--- src/rtl/bram_byte_loader_pkg.sv ---
// Shared constants for the BRAM byte loader: lane width and FSM encodings.
package bram_byte_loader_pkg;
  localparam int COL_WIDTH = 8;

  localparam logic [1:0] ST_IDLE = 2'd0;
  localparam logic [1:0] ST_RUN  = 2'd1;
  localparam logic [1:0] ST_DONE = 2'd2;

  function automatic int num_col(input int mem_width);
    return mem_width / COL_WIDTH;
  endfunction
endpackage

--- src/rtl/bram_lane_addr_gen.sv ---
// Maps a running byte index onto a one-hot lane and a wrapped BRAM word address.
module bram_lane_addr_gen
  import bram_byte_loader_pkg::*;
#(
  parameter int ADDR_WIDTH = 9,
  parameter int MEM_WIDTH  = 32,
  parameter int MEM_DEPTH  = 512,
  parameter int LEN_WIDTH  = 11
) (
  input  logic [ADDR_WIDTH-1:0]             base,
  input  logic [LEN_WIDTH-1:0]              byte_idx,
  output logic [num_col(MEM_WIDTH)-1:0]     lane_oh,
  output logic [ADDR_WIDTH-1:0]             word_addr
);
  localparam int NUM_COL = num_col(MEM_WIDTH);
  localparam int SW = ((LEN_WIDTH > ADDR_WIDTH) ? LEN_WIDTH : ADDR_WIDTH) + 1;

  logic [LEN_WIDTH-1:0] lane_idx;
  logic [SW-1:0]        sum;

  assign lane_idx = byte_idx % LEN_WIDTH'(NUM_COL);

  for (genvar i = 0; i < NUM_COL; i++) begin : g_lane
    assign lane_oh[i] = (lane_idx == LEN_WIDTH'(i));
  end

  // Modulo keeps the wrap correct even when MEM_DEPTH is not a power of two.
  assign sum       = SW'(base) + SW'(byte_idx / LEN_WIDTH'(NUM_COL));
  assign word_addr = ADDR_WIDTH'(sum % SW'(MEM_DEPTH));
endmodule

--- src/rtl/bram_byte_loader.sv ---
// Byte-stream to BRAM write stage: one byte per handshake into its lane via byte write enables.
module bram_byte_loader
  import bram_byte_loader_pkg::*;
#(
  parameter int ADDR_WIDTH = 9,
  parameter int MEM_WIDTH  = 32,
  parameter int MEM_DEPTH  = 512,
  parameter int LEN_WIDTH  = 11
) (
  input  logic                        clk,
  input  logic                        reset,
  input  logic                        i_start,
  input  logic [ADDR_WIDTH-1:0]       i_base_addr,
  input  logic [LEN_WIDTH-1:0]        i_num_byte,
  input  logic                        s_valid,
  output logic                        s_ready,
  input  logic [7:0]                  s_data,
  input  logic                        s_last,
  output logic                        o_busy,
  output logic                        o_done,
  output logic                        o_short,
  output logic [LEN_WIDTH-1:0]        o_byte_cnt,
  output logic [ADDR_WIDTH-1:0]       bram_addr,
  output logic                        bram_ce,
  output logic [MEM_WIDTH/8-1:0]      bram_we,
  output logic [MEM_WIDTH-1:0]        bram_d
);
  localparam int NUM_COL = num_col(MEM_WIDTH);

  logic [1:0]            state;
  logic [ADDR_WIDTH-1:0] base_q;
  logic [LEN_WIDTH-1:0]  num_q;
  logic [LEN_WIDTH-1:0]  byte_idx;
  logic [LEN_WIDTH-1:0]  idx_nxt;
  logic                  short_q;
  logic                  hs;
  logic [NUM_COL-1:0]    lane_oh;
  logic [ADDR_WIDTH-1:0] word_addr;

  bram_lane_addr_gen #(
    .ADDR_WIDTH(ADDR_WIDTH), .MEM_WIDTH(MEM_WIDTH),
    .MEM_DEPTH(MEM_DEPTH),   .LEN_WIDTH(LEN_WIDTH)
  ) u_addr_gen (
    .base     (base_q),
    .byte_idx (byte_idx),
    .lane_oh  (lane_oh),
    .word_addr(word_addr)
  );

  assign s_ready = (state == ST_RUN);
  assign o_busy  = (state == ST_RUN) || (state == ST_DONE);
  assign o_done  = (state == ST_DONE);
  assign o_short = short_q && (state == ST_DONE);
  assign hs      = s_valid && s_ready;
  assign idx_nxt = byte_idx + LEN_WIDTH'(1);

  always_ff @(posedge clk) begin
    if (reset) begin
      state      <= ST_IDLE;
      base_q     <= '0;
      num_q      <= '0;
      byte_idx   <= '0;
      short_q    <= 1'b0;
      o_byte_cnt <= '0;
      bram_addr  <= '0;
      bram_ce    <= 1'b0;
      bram_we    <= '0;
      bram_d     <= '0;
    end else begin
      // Strobes are single-cycle; data/address simply hold between writes.
      bram_ce <= 1'b0;
      bram_we <= '0;
      case (state)
        ST_IDLE: begin
          if (i_start) begin
            base_q     <= i_base_addr;
            num_q      <= i_num_byte;
            byte_idx   <= '0;
            o_byte_cnt <= '0;
            short_q    <= 1'b0;
            state      <= (i_num_byte == '0) ? ST_DONE : ST_RUN;
          end
        end
        ST_RUN: begin
          if (hs) begin
            bram_ce    <= 1'b1;
            bram_we    <= lane_oh;
            bram_addr  <= word_addr;
            bram_d     <= {NUM_COL{s_data}};
            byte_idx   <= idx_nxt;
            o_byte_cnt <= idx_nxt;
            // Reaching the count wins over s_last, so a coincident last is not short.
            if (idx_nxt == num_q) begin
              state   <= ST_DONE;
              short_q <= 1'b0;
            end else if (s_last) begin
              state   <= ST_DONE;
              short_q <= 1'b1;
            end
          end
        end
        ST_DONE: state <= ST_IDLE;
        default: state <= ST_IDLE;
      endcase
    end
  end
endmodule

--- config.mk ---
export PLATFORM = sky130hd
export DESIGN_NAME = bram_byte_loader
export DESIGN_NICKNAME = d
export VERILOG_FILES = /design/src/rtl/bram_byte_loader_pkg.sv /design/src/rtl/bram_lane_addr_gen.sv /design/src/rtl/bram_byte_loader.sv
export SDC_FILE = /design/constraint.sdc
export NUM_CORES = 1
export LEC_CHECK = 0
export CORE_MARGIN = 2
export CORE_UTILIZATION = 33
export DETAILED_ROUTE_END_ITERATION = 7
export GPL_TIMING_DRIVEN = 0
export PLACE_DENSITY_LB_ADDON = 0.3
export SYNTH_ARGS = -nofsm -noshare
export SYNTH_HDL_FRONTEND = slang
export SYNTH_HIERARCHICAL = 1
export SYNTH_SLANG_ARGS = --single-unit
export TNS_END_PERCENT = 100
--- constraint.sdc ---
create_clock -name clk -period 2.23 [get_ports clk]
set_clock_uncertainty 0.05 [all_clocks]
set_input_delay 0.446 -clock clk [delete_from_list [all_inputs] [get_ports clk]]
set_output_delay 0.446 -clock clk [all_outputs]
set_load 0.01 [all_outputs]
### Word level (Yosys, flattened, before mapping)

Cells that the tools add are included.

* input bits: 33
* memories: 0
* latch bits: 0
* bits in writable memories: 0
* flip-flop bits (word level): 80
* memory bits (read-only): 0

* div/mod/pow operators: 0
* add/subtract/negate cells: 2
* muxes and demuxes: 15
* multiply operators: 0
* shift operators: 0
* bitwise gates (word level): 2
* eq/ne operators: 9
* reductions and logical operators: 14
* magnitude comparators: 0

Operators by type and width (count)
* $logic_not A11 Y1: 2
* $mux W11: 2
* $pmux W11 S2: 1
* $add A11 B1 Y11 const B: 1
* $eq A11 B11 Y1: 1
* $mux W2: 5
* $add A9 B9 Y9: 1
* $eq A2 B2 Y1 const B: 3
* $reduce_and A3 Y1: 2
* $mux W1: 5
* $eq A2 B1 Y1 const B: 2
* $pmux W2 S2: 1
* $reduce_and A2 Y1: 2
* $reduce_and A4 Y1: 1
* $ne A3 B1 Y1 const B: 1
* $reduce_or A3 Y1: 1
* $logic_and A1 B1 Y1: 2
* $logic_not A2 Y1: 1
* $ne A2 B1 Y1 const B: 1
* $ne A2 B2 Y1 const B: 1
* $not A1 Y1: 2
* $pmux W1 S2: 1
* $reduce_bool A2 Y1: 1
* $reduce_or A2 Y1: 1
* $logic_or A1 B1 Y1: 1

### Longest topological paths before layout

Gate-level depths: netlist of the first run.

* depth after elaboration: 5
* gate-level depth with buffers: 10
* depth with buffers taken out: 8

### By module

The synthesis of the first run kept the hierarchy.

Modules (own cells, without submodules)
* bram_byte_loader: seq. area each 1121.1 um2, cells an instance 338, instances 1, area each 2708.8 um2
* bram_lane_addr_gen: seq. area each 0.0 um2, cells an instance 45, instances 1, area each 367.9 um2

### Worst setup path before layout of the first run

Ideal clock, no wire load.

* kind: flip-flop to flip-flop
* start: register byte_idx[0]
* end: register state[1]
* slack: -0.028 ns
* library setup time: 0.060 ns
* cell stages (with the launch flop): 9
* buffers on the path: 0
* arrival: 2.148 ns
* required time: 2.120 ns
* cells stage by stage: dfxtp_1 ha_1 nand3_1 nor3_2 xnor2_1 nand3_1 o311a_1 nor2_2 o221a_1

* cells in the longest elaborated chain, start to end: 5
* elaborated cells on any way between the ends: 7

Ends and longest elaborated chain
* from (decl): line bram_byte_loader.sv:33 `logic [LEN_WIDTH-1:0] byte_idx;`
* from (signal assigned): line bram_byte_loader.sv:90 `byte_idx <= idx_nxt;`
* $add A11 B1 Y11 *: line bram_byte_loader.sv:55 `assign idx_nxt = byte_idx + LEN_WIDTH'(1);`
* $eq A11 B11 Y1 *: line bram_byte_loader.sv:93 `if (idx_nxt == num_q) begin`
* $mux W2: line bram_byte_loader.sv:93
* $mux W2: line bram_byte_loader.sv:85 `if (hs) begin`
* $pmux W2 S2: line bram_byte_loader.sv:73 `case (state)`
* to (signal assigned): line bram_byte_loader.sv:81 `state <= (i_num_byte == '0) ? ST_DONE : ST_RUN;`
* to (decl): line bram_byte_loader.sv:30 `logic [1:0] state;`

Every way passes the cells marked *; elsewhere a longest branch is shown, timed or not. The select of a mux whose other input is x is not followed.
A chain may end at the register's enable or synchronous reset.

### Worst setup path after layout of the first run

* start: register byte_idx[2]
* end: register state[1]

Same word-level chain as after synthesis.

==> flow_summary.yaml, run 1 <==
status:
  status: "finished, final reports clean"
drt:
  drt-initial-drc-count: 111
  wl_per_cell_um: 13.49
  vias: 2946
  viasPerCell: 4.943
  first_pass_iters: 4
  drcViolationCount: 0
  routed_wl_mm: 8.042
  detail-route-antenna-nets: 0
sta:
  slew_headroom_pct: 60.18
  rsz0062_at_grt: "no"
  hold_slack_ps: 320.1
  finalHoldViolCount: 0
  drv_slew: 0
  finalCritPeriodShare_pct: 96.23
  worst_pin_slew_ps: 597.4
  fmax_ghz: 0.4660
  final-setup-viol-count: 0
  period_needed_ps: 2146
floorplanning:
  io_pins: 94
  design.die.area_um2: 10110
  row_count: 35
  die_h_um: 100.6
  die_x_um: 100.6
  core_area_um2: 9153
  initial_utilization_pct: 33.62
clock_tree:
  htreeDepth: 2
  cts_sinks: 56
  clk_pin_slew_worst_paths_ps: 100
  cts_buffers: 5
  cts_buffer_depth: 2
  root_buffer: "clkbuf_8"
  cts_tree: "yes"
  clock_latency_ps: 320
placed_design:
  place_congestion: 0.8677
  dpl.hpwl_mm: 6.193
  io_buffers: 92
worst_setup_path:
  path_class: "flip-flop to flip-flop"
  slowest_stage: "dfxtp_1"
  slowest_delay_ps: 400
  crit_chain: "buf_6, and3_1, and3_1, xnor2_1, nand4_2, o311a_1, nor2_2, o221a_1"
  cp_top_family: "simple AND/OR/NAND/NOR gates"
  worstSetupEndpointType: "flip-flop"
  cp.arrival_ps: 2370
  cp_common_cell: "and3_1"
  critical_path_buf_inv_count: 1
  crit_start: "byte_idx[2]"
  cp.required_ps: 2450
  crit_fanout: 8
  startpoint_type: "flip-flop"
  reg2reg_from: "byte_idx[2]"
worst_hold_path:
  hp-start: "reset"
  hp-class: "primary input to flip-flop"
logic_synthesis:
  synth_nets: 429
  synth.most_common_cell: "nand2_1"
  yosysSeqAreaShare_pct: 36.44
  synth_area_leaders: "dfxtp_1, nand2_1, a21oi_1"
  synth.top_cells.by_count: "nand2_1, dfxtp_1, a21oi_1"
  synth_flop_cell: "dfxtp_1"
  synth-edff-count: 0
  yosysWarningCount: 6
  synth_cells: 383
  synth_cell_type_count: 56
  synth_seq_cells: 56
  yosysTopAreaCellShare_pct: 36.44
  async_flop_share_pct: 0
  yosys.area.top_type: "dfxtp_1"
  syn_area_um2: 3077
  avgSynthCellArea_um2: 8.033
global_route:
  track_usage_pct: 16.06
  grt-ovfl-total: 0
  antenna_found_initial: 0
  grt_max_degree: 19
  grt_pass1_wl_mm: 12.93
  grt_pass1_vias: 2722
power:
  p_leak_nw: 1.686
  p_per_area_nw_per_um2: 548.6
  ir_worst_vdd_mv: 0.2851
cells_and_area:
  drive_gt1_share_pct: 13.20
  n_fill_cell: 891
  utilization_pct: 47.23
  diodes: 0
  final_nets: 530
  area_growth_pct: 40.50
flow_run:
  cap_violations: 0
layout by cell type (no fill, tap or decap), types with 5 or more instances in the layout:
| cell type | n |
|---|---|
| inv_1 | 5 |
| nand2_1 | 92 |
| buf_4 | 27 |
| nor2b_1 | 5 |
| xnor2_1 | 12 |
| and3_1 | 6 |
| dfxtp_1 | 49 |
| nor2_1 | 16 |
| clkbuf_8 | 6 |
| clkbuf_1 | 12 |
| clkdlybuf4s50_1 | 92 |
| xor2_1 | 11 |
| o21ai_0 | 9 |
| nand3_1 | 5 |
| nor3_1 | 5 |
| ha_1 | 11 |
| a21oi_1 | 53 |
worst reg2reg max path, delay by kind of cell, from the launching register on:
kind | cells | cell delay [ps]
DFF | 1 | 400
AOI/OAI and AO/OA | 2 | 580
xor gates and xnor gates | 1 | 170
and+or+nand+nor | 4 | 750
buffers and inverters | 1 | 170
layer usage:
layer	GRT usage, %	routed length [um]	vias up
li1	-	-	1490
met1	19.50	3553	1340
met2	27.57	3758	101
met3	3.675	515	15
met4	6.217	214	0
met5	0	0	-
cell families (layout without fill, tap and decap cells):
logic type,count (synthesis),count (layout),share of synthesized area [%]
AND/OR/NAND/NOR,155,155,24.48
AO/OA/AOI/OAI,89,89,17.32
flip-flops,56,56,36.44
buffers and inverters,46,148,9.353
XOR/XNOR,23,23,6.547
adder cells (fa/ha/maj),13,13,5.531
multiplexers,1,1,0.3253
through the flow:
stage	worst slack [ps]	instances	area [um2]	power, W	TNS [ps]
5_1_grt	5.462	596	4323	0.002483	0
4_1_cts	0.4678	594	4274	0.002386	0
3_3_place_gp	-238.6	586	4138	0.001688	-1269
3_5_place_dp	-287.8	586	4138	0.001700	-1577
6_report	83.97	596	4323	0.002372	0
2_1_floorplan	21.94	383	3078	0.001459	0
final cells by class:
class	instances	area, um2	share of cell area (%)
clock buffer	5	68.82	1.592
buffer	40	266.5	6.165
tap	111	138.9	3.213
inverter	5	18.77	0.4342
clock inverter	3	47.55	1.100
timing repair buffer	95	943.4	21.82
sequential	56	1137	26.31
multi-input combinational	281	1702	39.36
path summary, 6_finish.rpt:
path                                endpoint  slack [ps]  cells past startpoint
worst max-delay path                state[1]          80                      8
worst min register to register  bram_addr[2]         410                      2
worst min-delay path                state[0]         320                      2
worst max register to register      state[1]          80                      8
sequential cells by signal, indices dropped and copies added, names as in the netlist:
register	cells
state	2
bram_addr	9
bram_ce	1
short_q	1
bram_d	8
base_q	9
byte_idx	11
num_q	11
bram_we	4
repair_timing:
| action | CTS | global route |
|---|---|---|
| pin swaps | 1 | 2 |
| resized for setup | 7 | 11 |
| setup buffers | 0 | 3 |
| setup endpoints to repair | 3 | 10 |
| hold buffers | 0 | 0 |
power breakdown:
part | leakage [nW] | internal (W) | switching, W
Combinational | 1.17 | 0.000288 | 0.000298
Clock | 0.0583 | 0.000339 | 0.000355
Sequential | 0.460 | 0.00105 | 0.0000409
Power figures use the tool's default switching activity.
==> inputs of run 2 (changes only) <==
--- a/config.mk
+++ b/config.mk
@@ -5,11 +5,12 @@
 export SDC_FILE = /design/constraint.sdc
 export NUM_CORES = 1
 export LEC_CHECK = 0
-export CORE_MARGIN = 2
+export CORE_MARGIN = 8
 export CORE_UTILIZATION = 33
 export DETAILED_ROUTE_END_ITERATION = 7
 export GPL_TIMING_DRIVEN = 0
 export PLACE_DENSITY_LB_ADDON = 0.3
+export SLEW_MARGIN = 10
 export SYNTH_ARGS = -nofsm -noshare
 export SYNTH_HDL_FRONTEND = slang
 export SYNTH_HIERARCHICAL = 1
==> run 2 against run 1 <==
  * Register-to-register slack improved by 50 ps
  * Flip-flop and latch count did not move
  * Maximum frequency rose by 2.4%
  * Via count fell by 2.2%
  * Sequential power barely moved
  * Total power fell by 2.3%
  * Die area rose by 25%
  * Clock-buffer cell count did not move
  * Non-clock buffer count fell by 3
  * Setup slack improved by 50 ps
==> flow_summary.yaml, run 2 (same netlist as run 1, synthesis figures left out) <==
status:
  status: "finished, final reports clean"
global_route:
  grt_max_degree: 16
  grt-ovfl-total: 0
  grt_pass1_wl_mm: 13.88
  track_usage_pct: 13.36
  antenna_found_initial: 0
  grt_pass1_vias: 2787
sta:
  final-setup-viol-count: 0
  rsz0062_at_grt: "no"
  hold_slack_ps: 337.1
  worst_pin_slew_ps: 521.7
  slew_headroom_pct: 65.22
  period_needed_ps: 2096
  drv_slew: 0
  finalHoldViolCount: 0
  finalCritPeriodShare_pct: 93.98
  fmax_ghz: 0.4772
cells_and_area:
  multiInputGateArea_um2: 1728
  area_growth_pct: 40.02
  top_regs: "byte_idx: 11 flops, num_q: 11 flops"
  final_nets: 527
  diodes: 0
  n_fill_cell: 896
  final_cell_mix: "nand2_1, clkdlybuf4s50_1, a21oi_1, dfxtp_1, buf_4"
  utilization_pct: 47.07
  seq_area_um2: 1136
  drive_gt1_share_pct: 12.92
worst_setup_path:
  cp.required_ps: 2440
  reg2reg_slack_ps: 130
  cp_top_family: "compound AO/OA/AOI/OAI gates"
  reg2reg_from: "byte_idx[0]"
  cp.arrival_ps: 2300
  setup.worst_path.end: "state[1]"
  startpoint_type: "flip-flop"
  worstSetupEndpointType: "flip-flop"
  slowest_stage: "dfxtp_4"
  crit_chain: "ha_4, xnor2_1, nand2_1, a211oi_2, nand4_2, o311a_1, nor2_2, o221a_1"
  slowest_delay_ps: 450
  critical_path_buf_inv_count: 0
  crit_cells: 8
  crit_fanout: 12
  r2r_end: "state[1]"
  reg2reg_depth: 8
  crit_start: "byte_idx[0]"
  path_class: "flip-flop to flip-flop"
power:
  ir_worst_vdd_mv: 0.2428
  p_leak_nw: 1.662
  power.share.clock_pct: 27.6
  p_comb_share_pct: 25.1
  pwr-share-seq_pct: 47.3
  swShare_pct: 28.33
  p_per_area_nw_per_um2: 538.0
  internal_power_w: 0.001661
  p_sw_w: 0.0006566
  power.total_w: 0.002317
clock_tree:
  ctsHoldBuffers: 0
  htreeDepth: 2
  clk_pin_slew_worst_paths_ps: 90
  cts_buffer_depth: 2
  cts_buffers: 5
  cts_tree: "yes"
  root_buffer: "clkbuf_8"
  cts_sinks: 56
  cts_setup_buffers: 0
  clock_latency_ps: 310
floorplanning:
  core_area_um2: 9153
  io_pins: 94
  die_h_um: 112.6
  row_count: 35
  die_x_um: 112.6
  design.die.area_um2: 12670
  initial_utilization_pct: 33.62
drt:
  drt-initial-drc-count: 154
  viasPerCell: 4.876
  vias: 2882
  detail-route-antenna-nets: 0
  first_pass_iters: 5
  wl_per_cell_um: 14.42
  drcViolationCount: 0
  routed_wl_mm: 8.522
flow_run:
  cap_violations: 0
placed_design:
  io_buffers: 92
  place_congestion: 0.8672
  dpl.hpwl_mm: 6.746
worst_hold_path:
  hp-class: "primary input to flip-flop"
[run 2: metal layers]
layer	share of wire [%]	vias up	global-route usage, %
li1	-	1480	-
met5	0	-	0
met3	7.2	10	3.650
met1	45	1309	15.71
met4	1.9	0	5.036
met2	46	83	22.63
[run 2: per-stage QoR]
stage	setup TNS, ps	std cells	cell area, um2	worst slack, ps
2_1_floorplan	0	383	3078	21.94
3_3_place_gp	-1404	586	4138	-249.5
3_5_place_dp	-1478	586	4138	-265.4
4_1_cts	0	592	4262	6.406
5_1_grt	0	591	4308	17.90
6_report	0	591	4308	134.3
[run 2: power groups by stage]
stage	clock network [W]	logic (W)	registers [W]
2_1_floorplan	0	0.000341	0.00112
6_report	0.000640	0.000581	0.00110
4_1_cts	0.000664	0.000585	0.00110
3_5_place_dp	0	0.000580	0.00112
5_1_grt	0.000698	0.000645	0.00110
3_3_place_gp	0	0.000573	0.00112
[run 2: area by class of cell]
class	instances	area share (%)
tap	111	3.224
clock inverter	1	0.6971
inverter	5	0.4357
clock buffer	5	1.597
multi-input combinational	281	40.11
timing repair buffer	92	21.38
buffer	40	6.186
sequential	56	26.37
[run 2: worst reg2reg max path: cells and delay by family (launching register included)]
| kind | cells | cell delay, ps |
|---|---|---|
| AO/OA/AOI/OAI | 3 | 820 |
| XOR/XNOR | 1 | 120 |
| adder cells (fa/ha/maj) | 1 | 240 |
| flip-flops | 1 | 450 |
| AND/OR/NAND/NOR | 3 | 370 |
[run 2: worst min-delay path by stage]
stage	from	end	slack [ps]	depth (start not counted)
6_report	reset	state[0]	340	2
2_1_floorplan	base_q[0]	base_q[0]	390	2
4_1_cts	reset	state[0]	330	2
3_5_place_dp	bram_addr[2]	bram_addr[2]	400	2
5_1_grt	reset	state[0]	340	2
3_3_place_gp	bram_addr[7]	bram_addr[7]	400	2
[run 2: repair_timing]
action                                  CTS  global route
endpoints found under the hold margin     0             0
pin swaps                                 0             1
resized for setup                         7            15
endpoints found under the setup margin    3            12
==> inputs of run 3 (changes only) <==
--- a/config.mk
+++ b/config.mk
@@ -9,7 +9,7 @@
 export CORE_UTILIZATION = 33
 export DETAILED_ROUTE_END_ITERATION = 7
 export GPL_TIMING_DRIVEN = 0
-export PLACE_DENSITY_LB_ADDON = 0.3
+export PLACE_DENSITY = 0.61
 export SLEW_MARGIN = 10
 export SYNTH_ARGS = -nofsm -noshare
 export SYNTH_HDL_FRONTEND = slang
==> run 3 against run 2 <==
  * First-iteration DRC count fell by 37%
  * Final area rose by 0.23%
  * Maximum frequency fell by 0.80%
  * Sequential share of layout area fell by 0.061 points
  * Combinational power barely moved
  * Via count fell by 0.42%
  * Clock-buffer cell count did not move
  * Die area did not move
  * Routed wire length rose by 0.87%
  * Non-clock buffer count did not move
  * Largest cell class unchanged
  * Setup slack got worse by 17 ps
  * Largest power group unchanged
==> flow_summary.yaml, run 3 (same netlist as run 1, synthesis figures left out) <==
global_route:
  antenna_found_initial: 0
  grt_pass1_vias: 2789
  grt_max_degree: 19
  track_usage_pct: 13.40
  grt_pass1_wl_mm: 13.84
  grt-ovfl-total: 0
power:
  p_leak_nw: 1.669
  p_per_area_nw_per_um2: 547.9
  power.total_w: 0.002366
  ir_worst_vdd_mv: 0.2741
worst_setup_path:
  startpoint_type: "flip-flop"
  reg2reg_slack_ps: 120
  slowest_delay_ps: 460
  worstSetupEndpointType: "flip-flop"
  path_class: "flip-flop to flip-flop"
  crit_chain: "ha_4, xnor2_1, nand2_1, a211oi_2, nand4_2, o311a_1, nor2_2, o221a_1"
  cp.arrival_ps: 2320
  cp.required_ps: 2440
  slowest_stage: "dfxtp_4"
  r2r_end: "state[1]"
  reg2reg_from: "byte_idx[0]"
  crit_fanout: 12
  reg2reg_depth: 8
cells_and_area:
  drive_gt1_share_pct: 13.28
  final_nets: 527
  utilization_pct: 47.18
  top_regs: "byte_idx: 11 flops, num_q: 11 flops"
  final_cell_mix: "nand2_1, clkdlybuf4s50_1, a21oi_1, dfxtp_1, buf_4"
  instances_no_fill: 593
  area_growth_pct: 40.34
  diodes: 0
placed_design:
  io_buffers: 92
  dpl.hpwl_mm: 6.780
  dp_cells: 586
  place_congestion: 0.8324
clock_tree:
  clk_pin_slew_worst_paths_ps: 100
  clock_latency_ps: 310
  root_buffer: "clkbuf_8"
  cts_tree: "yes"
  cts_buffer_depth: 2
  cts_setup_buffers: 0
  cts_sinks: 56
  cts_buffers: 5
  htreeDepth: 2
sta:
  period_needed_ps: 2113
  slew_headroom_pct: 61.34
  fmax_ghz: 0.4734
  rsz0062_at_grt: "no"
  worst_pin_slew_ps: 579.9
  drv_slew: 0
  finalHoldViolCount: 0
  setup_tns_ps: 0
  final-setup-viol-count: 0
  hold_slack_ps: 332.8
  finalCritPeriodShare_pct: 94.73
drt:
  detail-route-antenna-nets: 0
  wl_per_cell_um: 14.50
  first_pass_iters: 4
  routed_wl_mm: 8.596
  viasPerCell: 4.840
  drt-initial-drc-count: 97
  drcViolationCount: 0
  vias: 2870
floorplanning:
  initial_utilization_pct: 33.62
  row_count: 35
  die_h_um: 112.6
  design.die.area_um2: 12670
  die_x_um: 112.6
  io_pins: 94
  core_area_um2: 9153
status:
  status: "finished, final reports clean"
worst_hold_path:
  hp-start: "reset"
  hp-class: "primary input to flip-flop"
  min_to: "state[0]"
  hold_depth: 2
flow_run:
  cap_violations: 0
## run 3: cell types whose count changed in the layout (fill, tap and decap cells not counted)
cell      delta
clkinv_4     +2
a21oi_2      +1
a21oi_4      -1
## run 3: how the worst max path moves through the flow
stage	startpoint	to	slack (ps)	cells after the start
6_report	byte_idx[0]	state[1]	120	8
5_1_grt	byte_idx[3]	state[1]	10	7
4_1_cts	byte_idx[4]	state[1]	50	7
3_5_place_dp	byte_idx[1]	state[1]	-340	8
3_3_place_gp	byte_idx[1]	state[1]	-270	8
2_1_floorplan	byte_idx[1]	state[1]	20	8
## run 3: per-layer routing
layer / global-route usage, % / vias up / part of all wire [%]
met3: 3.596 / 6 / 7.6
met2: 22.31 / 92 / 46
li1: - / 1489 / -
met5: 0 / - / 0
met4: 3.597 / 0 / 0.84
met1: 16.60 / 1283 / 45
## run 3: worst max-delay path: cells and delay by family (launching register included)
| kind | cells | cell delay, ps |
|---|---|---|
| and+or+nand+nor | 3 | 370 |
| AOI/OAI and AO/OA | 3 | 830 |
| xor gates and xnor gates | 1 | 120 |
| DFF | 1 | 460 |
| adders and majority gates | 1 | 230 |
## run 3: report_power, final
group | switching, W | internal (W) | total (W)
registers | 0.0000440 | 0.00105 | 0.00110
clock network | 0.000347 | 0.000339 | 0.000686
logic | 0.000298 | 0.000286 | 0.000584
total | 0.000689 | 0.00168 | 0.00237
## run 3: what timing repair did
item,in CTS,in global routing
hold buffers,0,0
pin swaps,1,0
endpoints found under the setup margin,3,10
resized for setup,8,13
## run 3: area by class of cell
type                    instances  area, um2
fillers                       917       4835
plain buffers                  40      266.5
flip-flops and latches         56       1136
well taps                     111      138.9
inverters                       5      18.77
multi-input cells             281       1720
clock buffers                   5      68.82
repair buffers                 92      920.9
clock inverters                 3      47.55
## run 3: through the flow
step	setup WS, ps	instance area, um2
CTS	51.48	4284
global route	13.65	4318
global placement	-272.9	4138
detailed placement	-341.7	4138
finish	117.5	4318
floorplan	21.94	3078
